===== config.mk =====
export PLATFORM = sky130hd
export DESIGN_NAME = alu_pipe
export DESIGN_NICKNAME = d
export VERILOG_FILES = /design/src/rtl/alu_pipe.sv
export SDC_FILE = /design/constraint.sdc
export NUM_CORES = 1
export LEC_CHECK = 0
export ABC_AREA = 1
export BUFFER_PORTS_ARGS = -buffer_cell sky130_fd_sc_hd__buf_2
export CAP_MARGIN = 20
export CORE_UTILIZATION = 35
export DETAILED_ROUTE_END_ITERATION = 7
export GPL_TIMING_DRIVEN = 0
export PLACE_DENSITY = 0.55
export REMOVE_ABC_BUFFERS = 1
export SLEW_MARGIN = 20
export SYNTH_ARGS = -nofsm -noshare
export SYNTH_HDL_FRONTEND = slang
export SYNTH_SLANG_ARGS = --single-unit

===== constraint.sdc =====
create_clock -name clk -period 2.3 [get_ports clk]
set_input_delay 0.345 -clock clk [delete_from_list [all_inputs] [get_ports clk]]
set_output_delay 0.345 -clock clk [all_outputs]
set_load 0.01 [all_outputs]

===== src/rtl/alu_pipe.sv =====
// Registered ADD/NAND/PASS(/SUB) ALU owning the C/Z flags and the conditional write-back decision.
// Latency: 1 cycle from accept to out_valid; full throughput while out_ready is held high.
// Backpressure: in_ready = ~out_valid | out_ready; result holds while out_valid & ~out_ready. Define ALU_SUB_EN to enable SUB on op 10.
module alu_pipe #(
    parameter int WIDTH = 16,
    parameter int CNT_W = 16
) (
    input  logic             clk,
    input  logic             reset_n,
    input  logic             in_valid,
    output logic             in_ready,
    input  logic [WIDTH-1:0] in1,
    input  logic [WIDTH-1:0] in2,
    input  logic [1:0]       op,
    input  logic [1:0]       cond,
    output logic             out_valid,
    input  logic             out_ready,
    output logic [WIDTH-1:0] out,
    output logic             out_write,
    output logic             carry,
    output logic             zero,
    output logic             pos,
    output logic             neg,
    output logic [CNT_W-1:0] wr_count
);

    localparam logic [1:0] OP_ADD  = 2'b00;
    localparam logic [1:0] OP_NAND = 2'b01;
    localparam logic [1:0] OP_SUB  = 2'b10;
    localparam logic [1:0] OP_PASS = 2'b11;

    localparam logic [1:0] COND_ALWAYS = 2'b00;
    localparam logic [1:0] COND_IF_C   = 2'b01;
    localparam logic [1:0] COND_IF_Z   = 2'b10;
    localparam logic [1:0] COND_NEVER  = 2'b11;

    logic             accept;
    logic             cond_met;
    logic             is_nop;
    logic             do_write;
    logic [WIDTH-1:0] res;
    logic             c_nxt;
    logic             z_nxt;
    logic [WIDTH:0]   sum;
`ifdef ALU_SUB_EN
    logic [WIDTH:0]   diff;
`endif

    assign in_ready = ~out_valid | out_ready;
    assign accept   = in_valid & in_ready;
    assign pos      = ~out[WIDTH-1];
    assign neg      = out[WIDTH-1];

    assign sum = {1'b0, in1} + {1'b0, in2};
`ifdef ALU_SUB_EN
    // Two's-complement subtract: carry out of the top bit means no borrow.
    assign diff = {1'b0, in1} + {1'b0, ~in2} + (WIDTH+1)'(1);
`endif

    always_comb begin
        cond_met = 1'b0;
        case (cond)
            COND_ALWAYS: cond_met = 1'b1;
            COND_IF_C:   cond_met = carry;
            COND_IF_Z:   cond_met = zero;
            COND_NEVER:  cond_met = 1'b0;
            default:     cond_met = 1'b0;
        endcase
    end

    always_comb begin
        res    = '0;
        c_nxt  = carry;
        z_nxt  = zero;
        is_nop = 1'b0;
        case (op)
            OP_ADD: begin
                res   = sum[WIDTH-1:0];
                c_nxt = sum[WIDTH];
                z_nxt = (sum[WIDTH-1:0] == '0);
            end
            OP_NAND: begin
                res   = ~(in1 & in2);
                z_nxt = ((in1 & in2) == {WIDTH{1'b1}});
            end
            OP_SUB: begin
`ifdef ALU_SUB_EN
                res   = diff[WIDTH-1:0];
                c_nxt = diff[WIDTH];
                z_nxt = (diff[WIDTH-1:0] == '0);
`else
                is_nop = 1'b1;
`endif
            end
            OP_PASS: res = in2;
            default: res = '0;
        endcase
    end

    // A NOP still occupies a handshake slot but never writes back or touches flags.
    assign do_write = cond_met & ~is_nop;

    always_ff @(posedge clk) begin
        if (!reset_n) begin
            out_valid <= 1'b0;
            out       <= '0;
            out_write <= 1'b0;
            carry     <= 1'b0;
            zero      <= 1'b0;
            wr_count  <= '0;
        end else begin
            if (accept) begin
                out       <= res;
                out_write <= do_write;
                out_valid <= 1'b1;
                if (do_write) begin
                    carry    <= c_nxt;
                    zero     <= z_nxt;
                    wr_count <= wr_count + CNT_W'(1);
                end
            end else if (out_ready) begin
                out_valid <= 1'b0;
            end
        end
    end

endmodule


; After elaboration in Yosys (flattened, before gate mapping)
; Index checks and enable logic that the tools add are counted.
[totals]
reg_bits = 36
latch_bits = 0
mem_bits_rw = 0
romBits = 0
input_bits = 40
word_cells = 37
mem_count = 0
[op_classes]
n_addsub = 2
multipliers = 0
div_mod_pow = 0
magnitude_cmp = 0
eq_ne = 7
shift = 0
n_mux = 6
bitwise = 8
n_reduce_logical = 8
[op_table]
columns = operator, count
row1 = $pmux W16 S3, 1
row2 = $add A16 B16 Y17, 1
row3 = $add A16 B1 Y16 const B, 1
row4 = $and A16 B16 Y16, 1
row5 = $eq A16 B16 Y1 const B, 1
row6 = $logic_not A16 Y1, 1
row7 = $not A16 Y16, 1
row8 = $eq A2 B2 Y1 const B, 4
row9 = $reduce_and A3 Y1, 2
row10 = $eq A2 B1 Y1 const B, 2
row11 = $logic_not A2 Y1, 2
row12 = $pmux W1 S4, 1
row13 = $reduce_bool A2 Y1, 2
row14 = $mux W1, 3
row15 = $not A1 Y1, 3
row16 = $and A1 B1 Y1, 2
row17 = $pmux W1 S2, 1
row18 = $reduce_and A2 Y1, 1
row19 = $or A1 B1 Y1, 1

; Longest topological paths before layout
[logic_depth]
ltp_word = 5
mapped_depth = 14
ltp_nobuf = 14

; Least setup slack after synthesis
; Ideal clock, no wire load.
[synth_path]
path_type = input port to flip-flop
startpoint = in in1[0]
endpoint = reg zero
arrival_time_ns = 1.782
path_slack_ns = 0.448
path_stages = 13
n_path_buf = 0
cell_sequence = ha_1 > fa_1 > nand2_1 > nand2_1 > nand3_1 > nand2_1 > nand2_1 > nand2_1 > nor2_1 > nand3_1 > nor2_1 > nand3_1 > a21oi_1
[synth_via]
elab_chain_cells = 3
[synth_lines]
columns = item, line_no
row1 = "start, declared", 12  ; input logic [WIDTH-1:0] in1,
row2 = $add A16 B16 Y17 / $and A16 B16 Y16 (equally long branches), "54, 84"
row3 = $logic_not A16 Y1 / $eq A16 B16 Y1 (equally long branches), "80, 84"
row4 = $pmux W1 S2 *, 76  ; case (op)
row5 = "end signal, assigned", 118  ; zero <= z_nxt;
row6 = "end, declared", 21  ; output logic zero,
; Mark *: on every way between the ends. The rest lies on a longest branch, timed or not.
; A chain may end at the register's enable or synchronous reset.

; Final worst setup path
[layout_path]
startpoint = in in1[0]
endpoint = reg out[12]
[layout_via]
elab_chain_cells = 2
[layout_lines]
columns = item, line_no
row1 = $add A16 B16 Y17, 54  ; assign sum = {1'b0, in1} + {1'b0, in2};
row2 = $pmux W16 S3, 76
row3 = "end signal, assigned", 113  ; out <= res;
row4 = "end, declared", 18  ; output logic [WIDTH-1:0] out,
; Every way passes these cells.

==> impl_metrics.yaml <==
timing:
  worst_slew_pin_slew_ns: 0.7812
  timing.hold.ws_ns: 0.3518
  fin_worst_skew_ns: 0.007745
  slew_headroom_pct: 47.86
  hold_violations: 0
  finalSetupViolCount: 0
  min_period_ns: 1.975
  slew_viol_final: 0
  fmax_ghz: 0.5063
  period_share_pct: 85.87
  rsz0062_at_grt: "false"
routing:
  routed_via_density: 4.913
  firstDrtPassIters: 5
  wl_mm: 8.143
  ant_nets: 0
  wl_per_cell_um: 12.64
  drcViolationCount: 0
  vias: 3164
  drtIter0Drc: 115
logic_synthesis:
  async_reset_ff_share_pct: 0
  synth_top_area_share_pct: 25.11
  yosysUniqueCellTypes: 39
  ys_ff_latch: 36
  syn_area_um2: 2870
  synth_edf_count: 0
  synth_most_common_cell: "nand2_1"
  ys_seq_area_share_pct: 25.11
  synth_flop_cell: "dfxtp_1"
  synth.area.top_cells: "dfxtp_1 (25%), nand2_1 (18%), inv_1 (7.8%)"
  avgSynthCellArea_um2: 6.133
  yosysTopAreaCell: "dfxtp_1"
  synth_warnings: 0
  syn_inst: 468
  synth_top_cells_by_count: "nand2_1 (136), inv_1 (60), nand3_1 (45), a21oi_1 (40), nor2_1 (38)"
floorplan:
  die_area_um2: 8566
  fp-row-count: 32
  die_w_um: 92.56
  ioPinCount: 79
  die_y_um: 92.56
  start_util_pct: 36.58
  core_area_um2: 7848
cts:
  cts_htree_levels: 2
  cts-hold-fix-buffers: 0
  cts_resized: 0
  cts_buffers: 5
  clk_pin_slew_ns: 0.07
  insertion_delay_ns: 0.29
  root_buffer: "clkbuf_8"
  clockBufferDepth: 2
  cts_setup_buffers: 0
  cts_tree: "built"
  cts.sinks: 36
cells_and_area:
  fillCellCount: 906
  final_cells: 644
  layout.nets: 599
  drive_gt1_share_pct: 19.00
  diodes: 0
  fin_area_um2: 3461
  area.growth.synth_to_final_pct: 20.58
worst_setup_path:
  start_kind: "input pin"
  cp_max_fo: 4
  crit_chain: "buf_2 > ha_1 > fa_1 > nand3_1 > nand3_1 > nand3_1 > nand4_1 > nand2_1 > nor2_1 > o21ai_0 > a21oi_1"
  critical_path.top_delay_family: "adder cells"
  endpoint_kind: "flop"
  critical_path_arrival_ns: 2.12
  path_buf_inv: 1
  slowest_stage: "fa_1"
  max_stage_delay_ns: 0.45
  crit_top_cell: "nand3_1"
  crit_required_ns: 2.45
  crit_type: "in -> reg"
global_routing:
  grt_max_degree: 25
  met1_usage_pct: 25.68
  grt_use_met2_pct: 33.02
  antenna_found_initial: 0
  grt_pass1_vias: 2782
  grt-busiest-layer: "met2"
  grt_overflow: 0
  grt_pass1_wl_mm: 13.18
  grt_usage_pct: 19.29
  met3_usage_pct: 1.806
pwr:
  leakage_nw: 1.750
  powerDensity_nw_per_um2: 507.3
  p_sw_uw: 551.5
  pwr-share-seq_pct: 37.5
  clkPwrFrac_pct: 34.7
  p_sw_share_pct: 31.41
  p_total_mw: 1.756
  cell_internal_pwr_mw: 1.204
  pwr-share-comb_pct: 27.8
  peakVddDrop_v: 0.0002095
placed_design:
  dpl-instance-area_um2: 3334
  gp_congestion: 0.8510
  post-dp-hpwl_mm: 6.512
  placed_cells: 636
  port_buffers: 78
job:
  maxCapViolCount: 0
min_path:
  hold_class: "in -> reg"
outcome:
  status: "finished clean"
[final timing paths]
path / from / to / slack [ns] / depth (start not counted)
setup / recovery: in1[0] / out[12]$_SDFFE_PN0P_ / 0.32 / 11
hold / removal: out_ready / out_valid$_SDFFE_PN0P_ / 0.35 / 4
setup reg to reg: out_valid$_SDFFE_PN0P_ / wr_count[15]$_SDFFE_PN0P_ / 0.52 / 12
hold reg to reg: out[13]$_SDFFE_PN0P_ / out[13]$_SDFFE_PN0P_ / 0.46 / 2
[layout by cell type (no fill, tap or decap), types with 3 or more instances in the layout]
master	netlist	layout
a31oi_1	3	3
inv_1	60	60
clkbuf_8	0	7
nor3_1	8	8
nor2_2	3	3
nand3_1	45	45
nand2_4	3	3
nand4_1	8	8
dfxtp_1	36	36
o21ai_0	28	28
a21oi_1	40	40
buf_2	4	78
o211ai_1	3	3
nand3b_1	3	3
nand2_1	136	136
ha_1	17	17
inv_2	3	3
nor2_1	38	38
[cell type report]
class / count / area [um2] / area share (%)
inverters: 64 / 245.2 / 7.086
clock buffers: 7 / 96.34 / 2.784
repair buffers: 78 / 390.4 / 11.28
clock inverters: 1 / 30.03 / 0.8677
flip-flops and latches: 36 / 720.7 / 20.82
multi-input cells: 356 / 1851 / 53.47
well taps: 102 / 127.6 / 3.688
[routing by layer]
layer,up-vias,wire [um]
met1,1412,3886
met5,-,0
met3,5,288
li1,1680,-
met2,67,3880
met4,0,87
[worst register-to-register path, delay by kind of cell, from the launching register on]
family | cells | cell delay (ns)
flip-flops | 1 | 0.33
AND/OR/NAND/NOR | 11 | 1.24
buffers and inverters | 1 | 0.11
[cell families (layout without fill, tap and decap cells)]
kind of cell | count (synthesis) | after routing | share of synthesized area [%]
AND/OR/NAND/NOR | 254 | 254 | 40.15
flip-flops | 36 | 36 | 25.11
XOR/XNOR | 2 | 2 | 0.6104
AO/OA/AOI/OAI | 82 | 82 | 15.61
adder cells (fa/ha/maj) | 18 | 18 | 8.108
buffers and inverters | 76 | 150 | 10.42
[flip-flops by register name, indices dropped and copies added, names as in the netlist]
register,flops
carry,1
out,16
out_valid,1
out_write,1
wr_count,16
zero,1
[power by group through the flow]
| stage | clock network (mW) | logic (mW) | registers (mW) |
|---|---|---|---|
| floorplan | 0 | 0.312 | 0.684 |
| global placement | 0 | 0.484 | 0.673 |
| detailed placement | 0 | 0.486 | 0.673 |
| CTS | 0.626 | 0.489 | 0.659 |
| global route | 0.649 | 0.556 | 0.661 |
| finish | 0.609 | 0.488 | 0.659 |
[through the flow]
| step | TNS, ns | utilization, % | setup slack [ns] |
|---|---|---|---|
| after floorplan | 0 | - | 0.4351 |
| after global placement | -0.01812 | 42.49 | -0.01812 |
| after detailed placement | -0.03061 | 42.49 | -0.03061 |
| after CTS | 0 | 44.10 | 0.2830 |
| after global routing | 0 | 44.10 | 0.07517 |
| final | 0 | 44.10 | 0.3250 |
No activity file was read; power rests on OpenSTA's default activity.
